<file path="config.mk">
export PLATFORM = sky130hd
export DESIGN_NAME = mipi_rx_lane_deskew
export DESIGN_NICKNAME = d
export VERILOG_FILES = /design/src/rtl/mipi_rx_lane_deskew.sv
export SDC_FILE = /design/constraint.sdc
export NUM_CORES = 1
export LEC_CHECK = 0
export CAP_MARGIN = 25
export CORE_MARGIN = 3
export CORE_UTILIZATION = 40
export CTS_BUF_LIST = sky130_fd_sc_hd__clkbuf_4 sky130_fd_sc_hd__clkbuf_8 sky130_fd_sc_hd__clkbuf_16
export CTS_CLUSTER_SIZE = 28
export DETAILED_ROUTE_END_ITERATION = 8
export GPL_TIMING_DRIVEN = 1
export RECOVER_POWER = 50
export SLEW_MARGIN = 15
export SYNTH_ARGS = -nofsm -noshare
export SYNTH_HDL_FRONTEND = slang
export SYNTH_SLANG_ARGS = --single-unit
</file>
<file path="constraint.sdc">
create_clock -name clk_i -period 3.5 [get_ports clk_i]
set_input_delay 1.05 -clock clk_i [delete_from_list [all_inputs] [get_ports clk_i]]
set_output_delay 1.05 -clock clk_i [all_outputs]
set_load 0.01 [all_outputs]
</file>
<file path="src/rtl/mipi_rx_lane_deskew.sv">
// -----------------------------------------------------------------------------
// mipi_rx_lane_deskew
//
// Realigns the per-lane byte streams coming out of the MIPI byte aligners so
// that byte k of every active lane is presented in the same cycle. Each lane
// keeps a short byte delay line. While the packet is arming, the block notes
// how many cycles after the first lane each lane's valid went high. Every lane
// is then delayed so that it lines up with the latest lane.
//
// Parameters
//   LANES        number of physical lanes (1..8)
//   ALIGN_DEPTH  largest tolerated inter-lane skew in byte clocks (1..7)
//
// Ports
//   clk_i           byte clock, the only clock
//   reset_n_i       asynchronous active-low reset
//   active_lanes_i  lanes in use; 0 or >LANES selects LANES; sampled in IDLE
//   bytes_valid_i   per-lane valid, bit i = lane i
//   byte_i          per-lane byte, lane i on [8i+7:8i]
//   lane_valid_o    aligned data valid
//   lane_byte_o     aligned bytes, same packing as byte_i; 0 when not valid
//   skew_err_o      one-cycle pulse on excessive skew or lane drop while arming
//   max_skew_o      skew of the latest lane of the current/last packet
// -----------------------------------------------------------------------------
module mipi_rx_lane_deskew #(
    parameter int LANES       = 4,
    parameter int ALIGN_DEPTH = 3
) (
    input  logic               clk_i,
    input  logic               reset_n_i,
    input  logic [3:0]         active_lanes_i,
    input  logic [LANES-1:0]   bytes_valid_i,
    input  logic [8*LANES-1:0] byte_i,
    output logic               lane_valid_o,
    output logic [8*LANES-1:0] lane_byte_o,
    output logic               skew_err_o,
    output logic [2:0]         max_skew_o
);

    // The arming counter needs one value past ALIGN_DEPTH (up to 8), so it is
    // one bit wider than the per-lane skew registers.
    localparam logic [3:0] CNT_SAT = 4'(ALIGN_DEPTH + 1);

    typedef enum logic [1:0] {
        IDLE,
        ARMING,
        ALIGNED,
        WAIT_IDLE
    } state_t;

    state_t           state;
    logic [3:0]       n_lanes;     // lane count latched when arming starts
    logic [3:0]       cnt;         // cycles since the first lane went valid
    logic [LANES-1:0] seen;        // lanes whose valid has risen this packet
    logic [LANES-1:0] last_mask;   // lane(s) that rose last and define packet end
    logic [2:0]       skew      [LANES];
    logic [2:0]       dly       [LANES];
    logic [7:0]       dline     [LANES][ALIGN_DEPTH];

    logic [3:0]       n_req;
    logic [LANES-1:0] mask_req;
    logic [LANES-1:0] mask_lat;
    logic [LANES-1:0] mask_cur;
    logic [LANES-1:0] vld;
    logic [LANES-1:0] rise;
    logic             any_vld;
    logic             all_vld;
    logic             fell;
    logic             last_vld;
    logic [2:0]       entry_dly [LANES];
    logic [2:0]       sel_dly   [LANES];
    logic [7:0]       tap;
    logic [8*LANES-1:0] picked;

    // -------------------------------------------------------------------------
    // Lane masks, edge detection and delay-line tap selection
    // -------------------------------------------------------------------------
    always_comb begin
        n_req = active_lanes_i;
        if (active_lanes_i == 4'd0 || active_lanes_i > 4'(LANES)) begin
            n_req = 4'(LANES);
        end

        mask_req = '0;
        mask_lat = '0;
        for (int i = 0; i < LANES; i++) begin
            mask_req[i] = (4'(i) < n_req);
            mask_lat[i] = (4'(i) < n_lanes);
        end

        // In IDLE the live request decides which lanes count; afterwards the
        // lane count latched at arming time is used.
        mask_cur = (state == IDLE) ? mask_req : mask_lat;
        vld      = bytes_valid_i & mask_cur;
        any_vld  = |vld;
        all_vld  = (vld == mask_cur);
        rise     = vld & ~seen;
        fell     = |(seen & ~vld);
        last_vld = |(bytes_valid_i & last_mask);

        picked = '0;
        tap    = '0;
        for (int i = 0; i < LANES; i++) begin
            // On entry to ALIGNED the latest lane's skew equals the current
            // count, so earlier lanes wait (count - own skew) cycles and lanes
            // rising now need no delay. In IDLE seen is empty, so every lane
            // gets zero delay.
            entry_dly[i] = rise[i] ? 3'd0 : (cnt[2:0] - skew[i]);
            sel_dly[i]   = (state == ALIGNED) ? dly[i] : entry_dly[i];

            // dline[i][k] holds the byte from k+1 cycles ago.
            tap = byte_i[8*i +: 8];
            for (int k = 0; k < ALIGN_DEPTH; k++) begin
                if (sel_dly[i] == 3'(k + 1)) begin
                    tap = dline[i][k];
                end
            end
            picked[8*i +: 8] = mask_cur[i] ? tap : 8'd0;
        end
    end

    // -------------------------------------------------------------------------
    // Per-lane byte delay lines, shifting every cycle
    // -------------------------------------------------------------------------
    always_ff @(posedge clk_i or negedge reset_n_i) begin
        if (!reset_n_i) begin
            for (int i = 0; i < LANES; i++) begin
                for (int k = 0; k < ALIGN_DEPTH; k++) begin
                    dline[i][k] <= 8'd0;
                end
            end
        end else begin
            for (int i = 0; i < LANES; i++) begin
                dline[i][0] <= byte_i[8*i +: 8];
                for (int k = 1; k < ALIGN_DEPTH; k++) begin
                    dline[i][k] <= dline[i][k-1];
                end
            end
        end
    end

    // -------------------------------------------------------------------------
    // Deskew FSM with registered outputs
    // -------------------------------------------------------------------------
    always_ff @(posedge clk_i or negedge reset_n_i) begin
        if (!reset_n_i) begin
            state        <= IDLE;
            n_lanes      <= 4'(LANES);
            cnt          <= 4'd0;
            seen         <= '0;
            last_mask    <= '0;
            lane_valid_o <= 1'b0;
            lane_byte_o  <= '0;
            skew_err_o   <= 1'b0;
            max_skew_o   <= 3'd0;
            for (int i = 0; i < LANES; i++) begin
                skew[i] <= 3'd0;
                dly[i]  <= 3'd0;
            end
        end else begin
            skew_err_o <= 1'b0;
            case (state)
                IDLE: begin
                    lane_valid_o <= 1'b0;
                    lane_byte_o  <= '0;
                    if (any_vld) begin
                        n_lanes <= n_req;
                        cnt     <= 4'd1;
                        for (int i = 0; i < LANES; i++) begin
                            skew[i] <= 3'd0;
                            dly[i]  <= 3'd0;
                        end
                        if (all_vld) begin
                            // Every lane arrived together: no skew to remove.
                            state        <= ALIGNED;
                            seen         <= '0;
                            last_mask    <= vld;
                            max_skew_o   <= 3'd0;
                            lane_valid_o <= 1'b1;
                            lane_byte_o  <= picked;
                        end else begin
                            state <= ARMING;
                            seen  <= vld;
                        end
                    end
                end

                ARMING: begin
                    lane_valid_o <= 1'b0;
                    lane_byte_o  <= '0;
                    for (int i = 0; i < LANES; i++) begin
                        if (rise[i]) begin
                            skew[i] <= cnt[2:0];
                        end
                    end
                    if (fell || cnt == CNT_SAT) begin
                        // A lane this late (or a lane dropping out) cannot be
                        // aligned; abandon the packet until the lanes go quiet.
                        state      <= WAIT_IDLE;
                        seen       <= '0;
                        skew_err_o <= 1'b1;
                    end else if (all_vld) begin
                        state        <= ALIGNED;
                        seen         <= '0;
                        last_mask    <= rise;
                        max_skew_o   <= cnt[2:0];
                        for (int i = 0; i < LANES; i++) begin
                            dly[i] <= entry_dly[i];
                        end
                        lane_valid_o <= 1'b1;
                        lane_byte_o  <= picked;
                    end else begin
                        seen <= seen | rise;
                        if (cnt != CNT_SAT) begin
                            cnt <= cnt + 4'd1;
                        end
                    end
                end

                ALIGNED: begin
                    // Only the latest lane ends the packet; lanes that finish
                    // earlier keep being delayed out as they were.
                    if (last_vld) begin
                        lane_valid_o <= 1'b1;
                        lane_byte_o  <= picked;
                    end else begin
                        lane_valid_o <= 1'b0;
                        lane_byte_o  <= '0;
                        state        <= WAIT_IDLE;
                    end
                end

                WAIT_IDLE: begin
                    lane_valid_o <= 1'b0;
                    lane_byte_o  <= '0;
                    if (!any_vld) begin
                        state <= IDLE;
                    end
                end

                default: begin
                    state        <= IDLE;
                    lane_valid_o <= 1'b0;
                    lane_byte_o  <= '0;
                end
            endcase
        end
    end

endmodule

</file>
---- Word-level counts from Yosys, hierarchy flattened ----
Cells that the tools add are included.
storage, ports and cells
  output and inout bits ................... 37
  register bits ........................... 175
operators by class
  bitwise gates (word level) .............. 7
  add/subtract/negate cells ............... 5
  equal/unequal tests ..................... 31
  reduce and logical (&&, ||, !) cells .... 18
  muxes and demuxes ....................... 74
  order comparisons ....................... 9
operators with widths
  operator              number
  $mux W32              4
  $mux W8               16
  $pmux W32 S4          1
  $mux W4               14
  $mux W3               16
  $pmux W12 S2          2
  $mux W12              3
  $eq A3 B2 Y1 const B  8
  $ne A2 B2 Y1 const B  12
  $pmux W4 S2           3
  $and A4 B4 Y4         4
  $lt A1 B4 Y1 const A  4
  $lt A2 B4 Y1 const A  4
  $eq A3 B1 Y1 const B  4
  $mux W2               6
  $reduce_and A3 Y1     4
  $reduce_or A4 Y1      3
  $sub A3 B3 Y3         4
  $reduce_and A5 Y1     2
  $not A4 Y4            2
  $pmux W2 S4           1
  $reduce_and A4 Y1     2
  $mux W1               6
  $pmux W3 S2           1
  15 further kinds      18

---- Logic depth before layout (Yosys ltp) ----
  word-level depth ........................ 17
  mapped depth ............................ 11
  gate-level depth less buffers ........... 10

---- Least setup slack after synthesis ----
OpenSTA, ideal clock, no wires.
  path type ............................... input to register
  from .................................... input active_lanes_i[3]
  to ...................................... register dly[2] in the netlist's numbering
  setup slack ............................. 0.297 ns
  required time ........................... 3.375 ns
  stages on the path ...................... 7
  arrival ................................. 3.079 ns
  library setup time ...................... 0.125 ns
  cells stage by stage .................... or3b_2 -> or2_2 -> a311o_1 -> o31ai_4 -> nand2_2 -> buf_6 -> mux2_2
between the ends
  cells in the longest elaborated chain, start to end .. 12
  elaborated cells between the ends (all ways) .. 25
ends and longest elaborated chain
  element                                                  RTL line  source
  start, declared                                          31        input logic [3:0] active_lanes_i,
  $gt A4 B3 Y1 / $logic_not A4 Y1 (equally long branches)  80        if (active_lanes_i == 4'd0 || active_lanes_i > 4'(LANES)) begin
  $logic_or A1 B1 Y1                                       80
  $mux W4 *                                                80
  $lt A1 B4 Y1 / $lt A2 B4 Y1 (equally long branches)      87        mask_req[i] = (4'(i) < n_req);
  $mux W4 *                                                93        mask_cur = (state == IDLE) ? mask_req : mask_lat;
  $and A4 B4 Y4                                            94        vld = bytes_valid_i & mask_cur;
  $not A4 Y4                                               98        fell = |(seen & ~vld);
  $and A4 B4 Y4                                            98
  $reduce_or A4 Y1                                         98
  $logic_or A1 B1 Y1                                       196       if (fell || cnt == CNT_SAT) begin
  $ne A2 B2 Y1 (no source line)                            n/a
  $reduce_and A4 Y1 (no source line)                       n/a
  end signal, assigned by index                            208       dly[i] <= entry_dly[i];
  end, declared                                            57        logic [2:0] dly [LANES];
Mark *: on every way between the ends. The rest lies on a longest branch, timed or not. The select of a mux whose other input is x is not followed.
A chain may end at the register's enable or synchronous reset.

---- Worst setup path in the final report ----
  from .................................... input active_lanes_i[3]
  to ...................................... register dly[1] in the netlist's numbering
Same word-level chain as after synthesis.

==> metrics.txt <==
syn_nets=641; async set or reset register ratio after synthesis=100.0%; CTS buffer count=17; post-CTS setup buffers=0; gr ovfl total=0; CTS Root Cell=clkbuf_16; Setup Skew=0.006291 ns; Core Region=0.01748 mm^2; # port buffers=78; type of destination of the critical path=flip-flop; R2R depth=11; n_diodes=0; Pwr Density=950.6 mW/mm^2; final instance area=0.009291 mm^2; Hold Vio Cnt, Final=0; maximum vdd drop=0.4322 mV; top cell type by total area after synthesis=dfrtp_1; Synth Flop Type=dfrtp_1; CTS tree=built; fraction of layout cells with a size suffix above 1=17.92%; status=finished, violations left; Worst R2R Setup Slack=0.45 ns; RSZ-0062 raised after global routing=false; Post-Synthesis Cells=585; top post-synthesis cells by count=174 x dfrtp_1, 42 x inv_1, 31 x nand2_1, 31 x o21ai_0, 23 x mux2i_1; max-slew violations=70; worst reg2reg endpoint=dly[1]; antenna viol nets, final=0; fmax=298.4 MHz; WL final=16700 um; DRC=0; Mean Syn Cell Area=12.32 um^2; LEAKAGE=4.233 nW; RD Place Congestion=0.8863; clk sinks=175; failing checks=max-capacitance violations, max-slew violations; type of origin of the critical path=input port; Pwr Total=8.833 mW; YS warnings=0; num rows=48; initial DRC count=235; Starting Density=41.22%; GRT Total Usage=17.65%; top cell type's share of synthesized area=60.44%; Critical Path Start=active_lanes_i[3]; Worst Hold Class=flip-flop to flip-flop; clock buffer depth=2; fin crit period=3.352 ns; EDFF count, synth=0; die area=0.01966 mm^2; Critical Path AT=3.66 ns; placed insts=935; post-DP HPWL=11770 um; Max Cap Violations=1; hold depth=0; router iterations before antenna repair=4; drt wl/cell=17.27 um; Skew-Pair Late Insertion Delay=0.43 ns; post-layout util=53.16%; DR vias/cell=5.347; most frequent cell after synthesis=dfrtp_1; Distinct cells, synth=77; final setup fails=0; final net count=785; critical path class=input port to flip-flop; htree depth=4; Crit Path Max Fanout=12; Synth Cell Area=0.007204 mm^2; Vias=5171; placed instance area=0.008685 mm^2; die extent in y=140.2 um; sequential area share after synthesis=60.80%; setup TNS=0 ns; chip width=140.2 um; Tightest Pin Transition=1.635 ns; largest net degree at the start of global routing=70; Slew headroom=-8.974%; vias in the first global route=5480; global-route wire length before repair=27830 um; critical path required time=3.81 ns; clock slew at reported path FFs=0.07 ns; Yosys reg bits=175; Layout Cells excl Fill=967; crit path to=dly[1]; Reg-to-Reg Start=state[0]; Area Growth Syn to Fin=28.97%; I/O pin count=79; initial antenna violation count=0; top cells by area, synth=dfrtp_1 60%, mux2i_1 3.2%, mux2_2 3.0%; Final Cycle Share=95.76%
per-stage QoR:
stage	hold WS, ns	setup WS (ns)
after floorplan	0.3488	0.2965
after global placement	0.3555	-0.3021
after detailed placement	0.3559	-0.3812
after CTS	0.3743	0.08022
after global routing	0.3819	0.03456
final	0.3701	0.1484
flip-flops by register name (all words and copies together) (netlist names), 4 cells and up:
register,cells
skew,12
last_mask,4
lane_byte_o,32
dly,12
dline,96
cnt,4
seen,4
n_lanes,4
where the power goes:
part / total, mW / switching, mW / leakage [nW] / internal (mW)
Sequential: 2.66 / 0.239 / 2.18 / 2.42
Combinational: 4.23 / 2.31 / 1.76 / 1.92
Clock: 1.94 / 0.842 / 0.288 / 1.10
Total: 8.83 / 3.39 / 4.23 / 5.44
area by class of cell:
class,count,area [um^2]
Sequential cell,175,4380
Clock buffer,18,439.2
Inverter,45,168.9
Multi-Input combinational cell,348,2594
Timing Repair Buffer,142,1252
Tap cell,225,281.5
Fill cell,1492,8185
Clock inverter,14,175.2
routing by layer:
layer	vias to the layer above	share of wire (%)	wire length, um	GRT usage [%]
met4	0	2.2	360	7.088
met1	2589	45	7558	23.54
met5	-	0	0	0
li1	2447	-	-	-
met3	27	3.6	600	3.278
met2	108	49	8182	28.63
cells by family after synthesis:
kind of cell	share of synthesized area, %
and+or+nand+nor	8.284
muxes	6.322
adders and majority gates	2.848
buffers and inverters	3.404
DFF	60.80
xor gates and xnor gates	1.164
AOI/OAI and AO/OA	17.18
what timing repair did:
item,in CTS,in global routing
resized for setup,0,3
hold buffers,0,0
endpoints found under the setup margin,0,21
how the worst min path moves through the flow:
stage	end	start	slack (ns)
6_report	dline[29]	dline[37]	0.37
5_1_grt	dline[10]	dline[18]	0.38
4_1_cts	dline[6]	dline[14]	0.37
3_5_place_dp	dline[72]	dline[80]	0.36
3_3_place_gp	dline[7]	dline[15]	0.36
2_1_floorplan	dline[24]	dline[32]	0.35
worst max-delay path, cell delays in order:
cell,delay [ns]
clkdlybuf4s50_1,0.43
or3b_2,0.49
or2_2,0.32
a311o_1,0.42
buf_4,0.19
o31ai_4,0.29
nand2_4,0.16
mux2_2,0.30
cells in the final DEF (no fill, tap or decap), drive strengths merged, types with 4 or more instances in the layout:
master and count:
and2 4, ha 10, a21oi 21, a21o 10, a21boi 5, nand3 7, a211oi 11, mux2i 23
dlygate4sd3 32, nand2b 7, inv 48, nor2 15, o21ai 34, nand2 32, nor3 17, a221oi 17
xnor2 5, mux2 20, clkinv 5, o22a 13, nor3b 4, buf 62, o31ai 6, o22ai 20
fa 4, clkinvlp 4, clkdlybuf4s50 45, or2 4, dfrtp 174, clkbuf 21
(Power assumes the default switching activity.)
